`config.mk`:
```
export PLATFORM = sky130hd
export DESIGN_NAME = fibonacci_hs_stream_flat
export DESIGN_NICKNAME = d
export VERILOG_FILES = /design/src/rtl/fib_pkg.sv /design/src/rtl/fibonacci_hs_stream_if.sv /design/src/rtl/hs_ack_sync.sv /design/src/rtl/fibonacci_hs_stream.sv /design/src/flat_wrapper.sv
export SDC_FILE = /design/constraint.sdc
export NUM_CORES = 1
export LEC_CHECK = 0
export ABC_CLOCK_PERIOD_IN_PS = 2600
export CAP_MARGIN = 40
export CORE_ASPECT_RATIO = 2
export CORE_MARGIN = 2
export CORE_UTILIZATION = 40
export CTS_CLUSTER_DIAMETER = 60
export DETAILED_ROUTE_END_ITERATION = 10
export GPL_TIMING_DRIVEN = 0
export PLACE_DENSITY = 0.62
export REMOVE_ABC_BUFFERS = 1
export SLEW_MARGIN = 25
export SYNTH_ARGS = -nofsm -noshare
export SYNTH_HDL_FRONTEND = slang
export SYNTH_SLANG_ARGS = --single-unit
```
`constraint.sdc`:
```
create_clock -name clock -period 2.6 [get_ports clock]
set_clock_uncertainty 0.2 [all_clocks]
set_input_delay 0.39 -clock clock [delete_from_list [all_inputs] [get_ports clock]]
set_output_delay 0.39 -clock clock [all_outputs]
set_load 0.02 [all_outputs]
```
`src/rtl/fib_pkg.sv`:
```
// Shared definitions for the Fibonacci handshake stream generator:
// FSM state encoding, handshake-mode selectors and default widths.
package fib_pkg;

   localparam int HS_TWO_PHASE  = 0;
   localparam int HS_FOUR_PHASE = 1;

   localparam int DEF_W     = 8;
   localparam int DEF_CNT_W = 8;

   typedef enum logic [2:0] {
      ST_IDLE     = 3'd0,
      ST_SEND     = 3'd1,
      ST_WAIT_ACK = 3'd2,
      ST_WAIT_RTZ = 3'd3,
      ST_DONE     = 3'd4
   } state_t;

endpackage

```
`src/rtl/fibonacci_hs_stream_if.sv`:
```
// Output stream of the Fibonacci generator.
//
// Handshake: the producer presents io_Out_Data/io_Out_Last and then raises
// a token by changing io_Out_HS_Req (two-phase: any transition is a token;
// four-phase: a 0->1 edge is a token).  The consumer accepts by making
// io_Out_HS_Ack equal to io_Out_HS_Req (two-phase) or by raising Ack
// (four-phase), after which the producer drops Req and waits for Ack to
// return low.  Data and Last never change while a token is outstanding.
interface fibonacci_hs_stream_if #(
   parameter int W = fib_pkg::DEF_W
);
   logic         io_Out_HS_Req;
   logic         io_Out_HS_Ack;
   logic [W-1:0] io_Out_Data;
   logic         io_Out_Last;

   modport master (
      output io_Out_HS_Req,
      output io_Out_Data,
      output io_Out_Last,
      input  io_Out_HS_Ack
   );

   modport slave (
      input  io_Out_HS_Req,
      input  io_Out_Data,
      input  io_Out_Last,
      output io_Out_HS_Ack
   );
endinterface

```
`src/rtl/hs_ack_sync.sv`:
```
// Synchroniser for the acknowledge coming from asynchronous click-element
// logic.  SYNC_STAGES flops in series; SYNC_STAGES=0 passes Ack straight
// through for consumers already in this clock domain.
module hs_ack_sync #(
   parameter int SYNC_STAGES = 2
) (
   input  logic clock,
   input  logic reset,
   input  logic ack_in,
   output logic ack_out
);

   generate
      if (SYNC_STAGES == 0) begin : g_bypass
         assign ack_out = ack_in;
      end else begin : g_chain
         logic [SYNC_STAGES-1:0] chain;

         // Shift Ack through the flop chain; cleared by the synchronous reset.
         always_ff @(posedge clock) begin
            if (!reset) begin
               chain <= '0;
            end else begin
               chain[0] <= ack_in;
               for (int i = 1; i < SYNC_STAGES; i++) begin
                  chain[i] <= chain[i-1];
               end
            end
         end

         assign ack_out = chain[SYNC_STAGES-1];
      end
   endgenerate

endmodule

```
`src/rtl/fibonacci_hs_stream.sv`:
```
// Streams io_Len Fibonacci terms (F0=0, F1=1, ...) over a Req/Ack
// handshake, started by a rising edge on io_Go.  Two- or four-phase
// handshake, and stop-or-wrap policy when a term no longer fits in W bits.
module fibonacci_hs_stream
   import fib_pkg::*;
#(
   parameter int W           = DEF_W,
   parameter int CNT_W       = DEF_CNT_W,
   parameter int FOUR_PHASE  = HS_TWO_PHASE,
   parameter int OVF_WRAP    = 0,
   parameter int SYNC_STAGES = 2
) (
   input  logic                  clock,
   input  logic                  reset,
   input  logic                  io_Go,
   input  logic [CNT_W-1:0]      io_Len,
   fibonacci_hs_stream_if.master out_hs,
   output logic                  io_Busy,
   output logic                  io_Done,
   output logic                  io_Overflow,
   output state_t                dbg_state
);

   localparam logic [W-1:0]     TERM_ONE = W'(1);
   localparam logic [CNT_W-1:0] CNT_ONE  = CNT_W'(1);

   state_t           state;
   logic             go_q;
   logic [CNT_W-1:0] len_q;
   logic [CNT_W-1:0] cnt;
   logic [W-1:0]     a;
   logic [W-1:0]     b;
   logic             b_carry;   // b was produced by an addition that carried
   logic             req_r;
   logic [W-1:0]     data_r;
   logic             last_r;
   logic             ack_s;
   logic             go_rise;
   logic             stopping;
   logic             tok_done;
   logic [W:0]       sum;

   hs_ack_sync #(
      .SYNC_STAGES (SYNC_STAGES)
   ) u_ack_sync (
      .clock   (clock),
      .reset   (reset),
      .ack_in  (out_hs.io_Out_HS_Ack),
      .ack_out (ack_s)
   );

   assign go_rise  = io_Go & ~go_q;
   assign sum      = {1'b0, a} + {1'b0, b};
   // In stop mode the term after the current one is unrepresentable, so the
   // current token must be the final one.
   assign stopping = (OVF_WRAP == 0) && b_carry;

   // Token completion: two-phase when Ack matches Req, four-phase once Ack
   // has returned to zero after the acknowledge.
   always_comb begin
      tok_done = 1'b0;
      if (FOUR_PHASE == HS_TWO_PHASE) begin
         tok_done = (state == ST_WAIT_ACK) && (ack_s == req_r);
      end else begin
         tok_done = (state == ST_WAIT_RTZ) && !ack_s;
      end
   end

   // Control FSM and datapath; all outputs are registered here.
   always_ff @(posedge clock) begin
      if (!reset) begin
         state       <= ST_IDLE;
         go_q        <= 1'b0;
         len_q       <= '0;
         cnt         <= '0;
         a           <= '0;
         b           <= TERM_ONE;
         b_carry     <= 1'b0;
         req_r       <= 1'b0;
         data_r      <= '0;
         last_r      <= 1'b0;
         io_Busy     <= 1'b0;
         io_Done     <= 1'b0;
         io_Overflow <= 1'b0;
      end else begin
         go_q <= io_Go;
         case (state)
            ST_IDLE, ST_DONE: begin
               if (go_rise) begin
                  io_Overflow <= 1'b0;
                  last_r      <= 1'b0;
                  if (io_Len == '0) begin
                     state   <= ST_DONE;
                     io_Done <= 1'b1;
                  end else begin
                     len_q   <= io_Len;
                     a       <= '0;
                     b       <= TERM_ONE;
                     b_carry <= 1'b0;
                     cnt     <= '0;
                     io_Done <= 1'b0;
                     io_Busy <= 1'b1;
                     state   <= ST_SEND;
                  end
               end
            end
            ST_SEND: begin
               data_r <= a;
               last_r <= (cnt == (len_q - CNT_ONE)) || stopping;
               req_r  <= (FOUR_PHASE == HS_TWO_PHASE) ? ~req_r : 1'b1;
               state  <= ST_WAIT_ACK;
            end
            ST_WAIT_ACK: begin
               if ((FOUR_PHASE != HS_TWO_PHASE) && ack_s) begin
                  req_r <= 1'b0;
                  state <= ST_WAIT_RTZ;
               end
            end
            ST_WAIT_RTZ: begin
               // Completion handled below once Ack has returned low.
            end
            default: state <= ST_IDLE;
         endcase

         if (tok_done) begin
            cnt <= cnt + CNT_ONE;
            if (last_r) begin
               state   <= ST_DONE;
               io_Busy <= 1'b0;
               io_Done <= 1'b1;
               last_r  <= 1'b0;
            end else begin
               a       <= b;
               b       <= sum[W-1:0];
               b_carry <= sum[W];
               if (sum[W]) begin
                  io_Overflow <= 1'b1;
               end
               state <= ST_SEND;
            end
         end
      end
   end

   assign out_hs.io_Out_HS_Req = req_r;
   assign out_hs.io_Out_Data   = data_r;
   assign out_hs.io_Out_Last   = last_r;
   assign dbg_state            = state;

endmodule

```
`src/flat_wrapper.sv`:
```
// flat-port wrapper written by rule: the top's interface ports become plain ports
module fibonacci_hs_stream_flat import fib_pkg::*;
#(
   parameter int W           = DEF_W,
   parameter int CNT_W       = DEF_CNT_W,
   parameter int FOUR_PHASE  = HS_TWO_PHASE,
   parameter int OVF_WRAP    = 0,
   parameter int SYNC_STAGES = 2
)
  (clock, reset, io_Go, io_Len, io_Busy, io_Done, io_Overflow, dbg_state, out_hs_io_Out_HS_Req, out_hs_io_Out_Data, out_hs_io_Out_Last, out_hs_io_Out_HS_Ack);
  fibonacci_hs_stream_if #(.W(W)) out_hs_i ();
  input  logic clock;
  input  logic reset;
  input  logic io_Go;
  input  logic [CNT_W-1:0] io_Len;
  output logic io_Busy;
  output logic io_Done;
  output logic io_Overflow;
  output state_t dbg_state;
  output wire logic [$bits(out_hs_i.io_Out_HS_Req)-1:0] out_hs_io_Out_HS_Req;
  output wire logic [$bits(out_hs_i.io_Out_Data)-1:0] out_hs_io_Out_Data;
  output wire logic [$bits(out_hs_i.io_Out_Last)-1:0] out_hs_io_Out_Last;
  input wire logic [$bits(out_hs_i.io_Out_HS_Ack)-1:0] out_hs_io_Out_HS_Ack;
  assign out_hs_io_Out_HS_Req = out_hs_i.io_Out_HS_Req;
  assign out_hs_io_Out_Data = out_hs_i.io_Out_Data;
  assign out_hs_io_Out_Last = out_hs_i.io_Out_Last;
  assign out_hs_i.io_Out_HS_Ack = out_hs_io_Out_HS_Ack;
  fibonacci_hs_stream #(.W(W), .CNT_W(CNT_W), .FOUR_PHASE(FOUR_PHASE), .OVF_WRAP(OVF_WRAP), .SYNC_STAGES(SYNC_STAGES)) u_core (.clock(clock), .reset(reset), .io_Go(io_Go), .io_Len(io_Len), .out_hs(out_hs_i), .io_Busy(io_Busy), .io_Done(io_Done), .io_Overflow(io_Overflow), .dbg_state(dbg_state));
endmodule
```
==> summary.md <==
| Metric | Value |
|---|---|
| Largest area contributor in the netlist | dfxtp_1 |
| Post-Synthesis Cells | 297 |
| Setup WS pre-CTS | -0.312 ns |
| DR WL/cell | 13.6 µm |
| Number of enable flip-flop cells after synthesis | 0 |
| Worst-Skew Late Latency | 0.29 ns |
| Post-detail-place hpwl | 4.08 mm |
| Crit path to | u_core.b[1] |
| Data arrival, critical path | 2.43 ns |
| R2R depth | 5 |
| GRT overflow | 0 |
| Max cap viols | 0 |
| Worst-path clk slew | 0.07 ns |
| Worst Path Class, Setup | in -> reg |
| CTS buffer count | 5 |
| Flop pwr share | 48.6% |
| GPL Wtd Cong | 0.891 |
| Count of final max-slew check failures | 0 |
| Die Span X | 61.0 µm |
| Outcome | complete, no violations |
| Most used DFF post-synth | dfxtp_1 |
| Initial antenna violation count | 0 |
| Clock tree from TritonCTS | yes |
| Fin crit share | 92.2% |
| Mean cell area of the mapped netlist | 8.75 µm² |
| Number of global-route vias before repair | 2084 |
| Max-slew headroom | 52.6% |
| RR Endpoint | u_core.cnt[7] |
| Initial Utilization | 41.2% |
| Worst VDD drop | 0.437 mV |
| Global-route wire length before repair | 9.54 mm |
| P_sw | 0.000432 W |
| Leading cell types in the layout, fill and taps excluded | dfxtp_1, nand2_1, clkdlybuf4s50_1, nor2b_1, o21ai_0 |
| Clock sink total | 52 |
| Total GRT Usage | 17.5% |
| Startpoint Class | input pin |
| RSZ-0062 raised after global routing | false |
| Port-buffer cells | 27 |
| Worst hold margin | 0.234 ns |
| Commonest non-fill, non-tap cell in the layout | dfxtp_1 |
| Netlist Area Pre-Place | 0.00260 mm² |
| Int Pwr | 0.00131 W |
| Tmin final | 2.40 ns |
| Top cell type's share of synthesized area | 40.1% |
| Leakage | 1.11 nW |
| I/O Pins | 28 |
| PwrDens | 561 mW/mm² |
| Initial drt markers | 112 |
| DR vias | 2128 |
| First-pass DRT Iterations | 4 |
| Synth async-reset ratio | 0% |
| Nets | 343 |
| Min-Delay Path Class | in -> reg |
| Clk network pwr share | 38.1% |
| Synth warnings | 0 |
| Setup Viol. Count Final | 0 |
| WL final | 5.55 mm |
| Layout cell share with drive strength beyond 1 | 5.92% |
| Setup ws final | 0.204 ns |
| Reg2reg start | u_core.dbg_state[1] |
| Routed Antenna Nets | 0 |
| Die ar. | 0.00720 mm² |
| Distinct cell type count after synthesis | 46 |
| Sequential element share of the synthesized area | 40.1% |
| Hold_buf cts | 0 |
| Row count | 41 |
| Core Footprint | 0.00631 mm² |
| # diodes | 0 |
| WP data required | 2.63 ns |
| CTS root buf | clkbuf_16 |
| Synthesized flop and latch total | 52 |
| Area Growth Syn to Fin | 19.3% |
| Die Ht | 118 µm |
| Fmax | 417 MHz |
| Flop2flop setup slack | 0.30 ns |
| Hold Fails Final Rpt | 0 |
| CP Capture Type | register |
| CTS max path bufs | 2 |
| Crit Path Max Fanout | 17 |
| Switching power share of the total | 24.8% |
| DRC Markers | 0 |
| Largest net degree at the start of global routing | 48 |
| Worst-margin pin slew | 0.705 ns |
| Setup crit start | io_Len[3] |
| H-tree Lvls | 2 |
| Logic pwr share | 13.3% |
| Top cells by area, synth | dfxtp_1, nor2b_1, ha_1 |
| Avg Vias per Cell | 5.23 |
worst max-delay path, cell delays in order:
cell and delay (ns):
clkdlybuf4s50_1 0.41, or4_1 0.59, o21a_1 0.26, nor2_4 0.37, inv_1 0.11, o22ai_1 0.15, and2_1 0.14
kinds of logic (layout without fill, tap and decap cells):
family          after synthesis  in the layout  share of synthesized area (%)
fa+ha+maj                    11             11                           5.59
flops                        52             52                           40.1
buf+inv                      26             50                           5.06
compound gates               66             66                           16.2
simple gates                115            115                           23.5
mux                           9              9                           3.47
xor+xnor                     18             18                           6.07
area by class of cell:
cell class,instances,area (µm²)
well taps,86,108
repair buffers,32,313
fillers,625,3210
flip-flops and latches,52,1040
clock buffers,8,146
inverters,10,37.5
multi-input cells,219,1460
registers in the layout, indices dropped and copies added, names as in the netlist:
register                         cells
u_core.len_q                         8
u_core.go_q                          1
u_core.io_Done                       1
u_core.out_hs.io_Out_Last            1
u_core.io_Busy                       1
u_core.out_hs.io_Out_HS_Req          1
u_core.a                             8
u_core.u_ack_sync.g_chain.chain      2
u_core.cnt                           8
u_core.io_Overflow                   1
u_core.dbg_state                     3
u_core.b                             8
u_core.out_hs.io_Out_Data            8
u_core.b_carry                       1
worst min-delay path by stage:
stage	slack [ns]	cells past startpoint	end	startpoint
after floorplan	0.21	1	u_core.u_ack_sync.g_chain.chain[1]	u_core.u_ack_sync.g_chain.chain[0]
after global placement	0.22	1	u_core.u_ack_sync.g_chain.chain[1]	u_core.u_ack_sync.g_chain.chain[0]
after detailed placement	0.23	1	u_core.u_ack_sync.g_chain.chain[1]	u_core.u_ack_sync.g_chain.chain[0]
after CTS	0.23	2	u_core.len_q[7]	reset
after global routing	0.24	2	u_core.len_q[7]	reset
final	0.23	2	u_core.len_q[7]	reset
cell usage after synthesis, types with 3 or more instances:
cell type  instances
a21boi_0          10
o21ai_0           19
nand3_1           11
inv_1             10
nor2b_1           22
nand2b_1           5
nand2_1           33
xor2_1             4
nand3b_1           4
ha_1              10
xnor2_1           14
nor3b_1            3
mux2i_1            9
a21oi_1            8
clkbuf_1           8
nand4_1            4
nor3_1             3
and2_1             7
a31oi_1            4
nor2_1            13
dfxtp_1           52
buf_2              4
a22oi_1           11
what timing repair did:
action	in CTS	in global routing
setup buffers	0	0
endpoints found under the setup margin	1	1
cloned	0	0
endpoints found under the hold margin	0	0
resized for setup	1	1
metal layers:
metal | wire (µm) | vias to the layer above | global-route usage [%]
met5 | 0 | - | 0
met4 | 227 | 0 | 8.97
met3 | 152 | 13 | 2.97
met2 | 2980 | 38 | 30.2
met1 | 2190 | 1002 | 19.1
li1 | - | 1075 | -
through the flow:
step	setup TNS (ns)	instance area, µm²	util (%)	std cells	power [W]
after floorplan	-0.349	2500	-	281	0.000996
after global placement	-41.40	2880	45.7	394	0.00108
after detailed placement	-3.39	2950	46.7	399	0.00110
after CTS	0	3100	49.1	407	0.00176
after global routing	0	3100	49.1	407	0.00183
final	0	3100	49.1	407	0.00174
power by group through the flow:
stage / Clock, W / Sequential, W / Combinational [W]
2_1_floorplan: 0 / 0.000867 / 0.000129
3_3_place_gp: 0 / 0.000861 / 0.000219
3_5_place_dp: 0 / 0.000864 / 0.000231
4_1_cts: 0.000685 / 0.000845 / 0.000234
5_1_grt: 0.000723 / 0.000849 / 0.000257
6_report: 0.000663 / 0.000845 / 0.000232
Note: power is estimated with default switching activity, not from simulation.
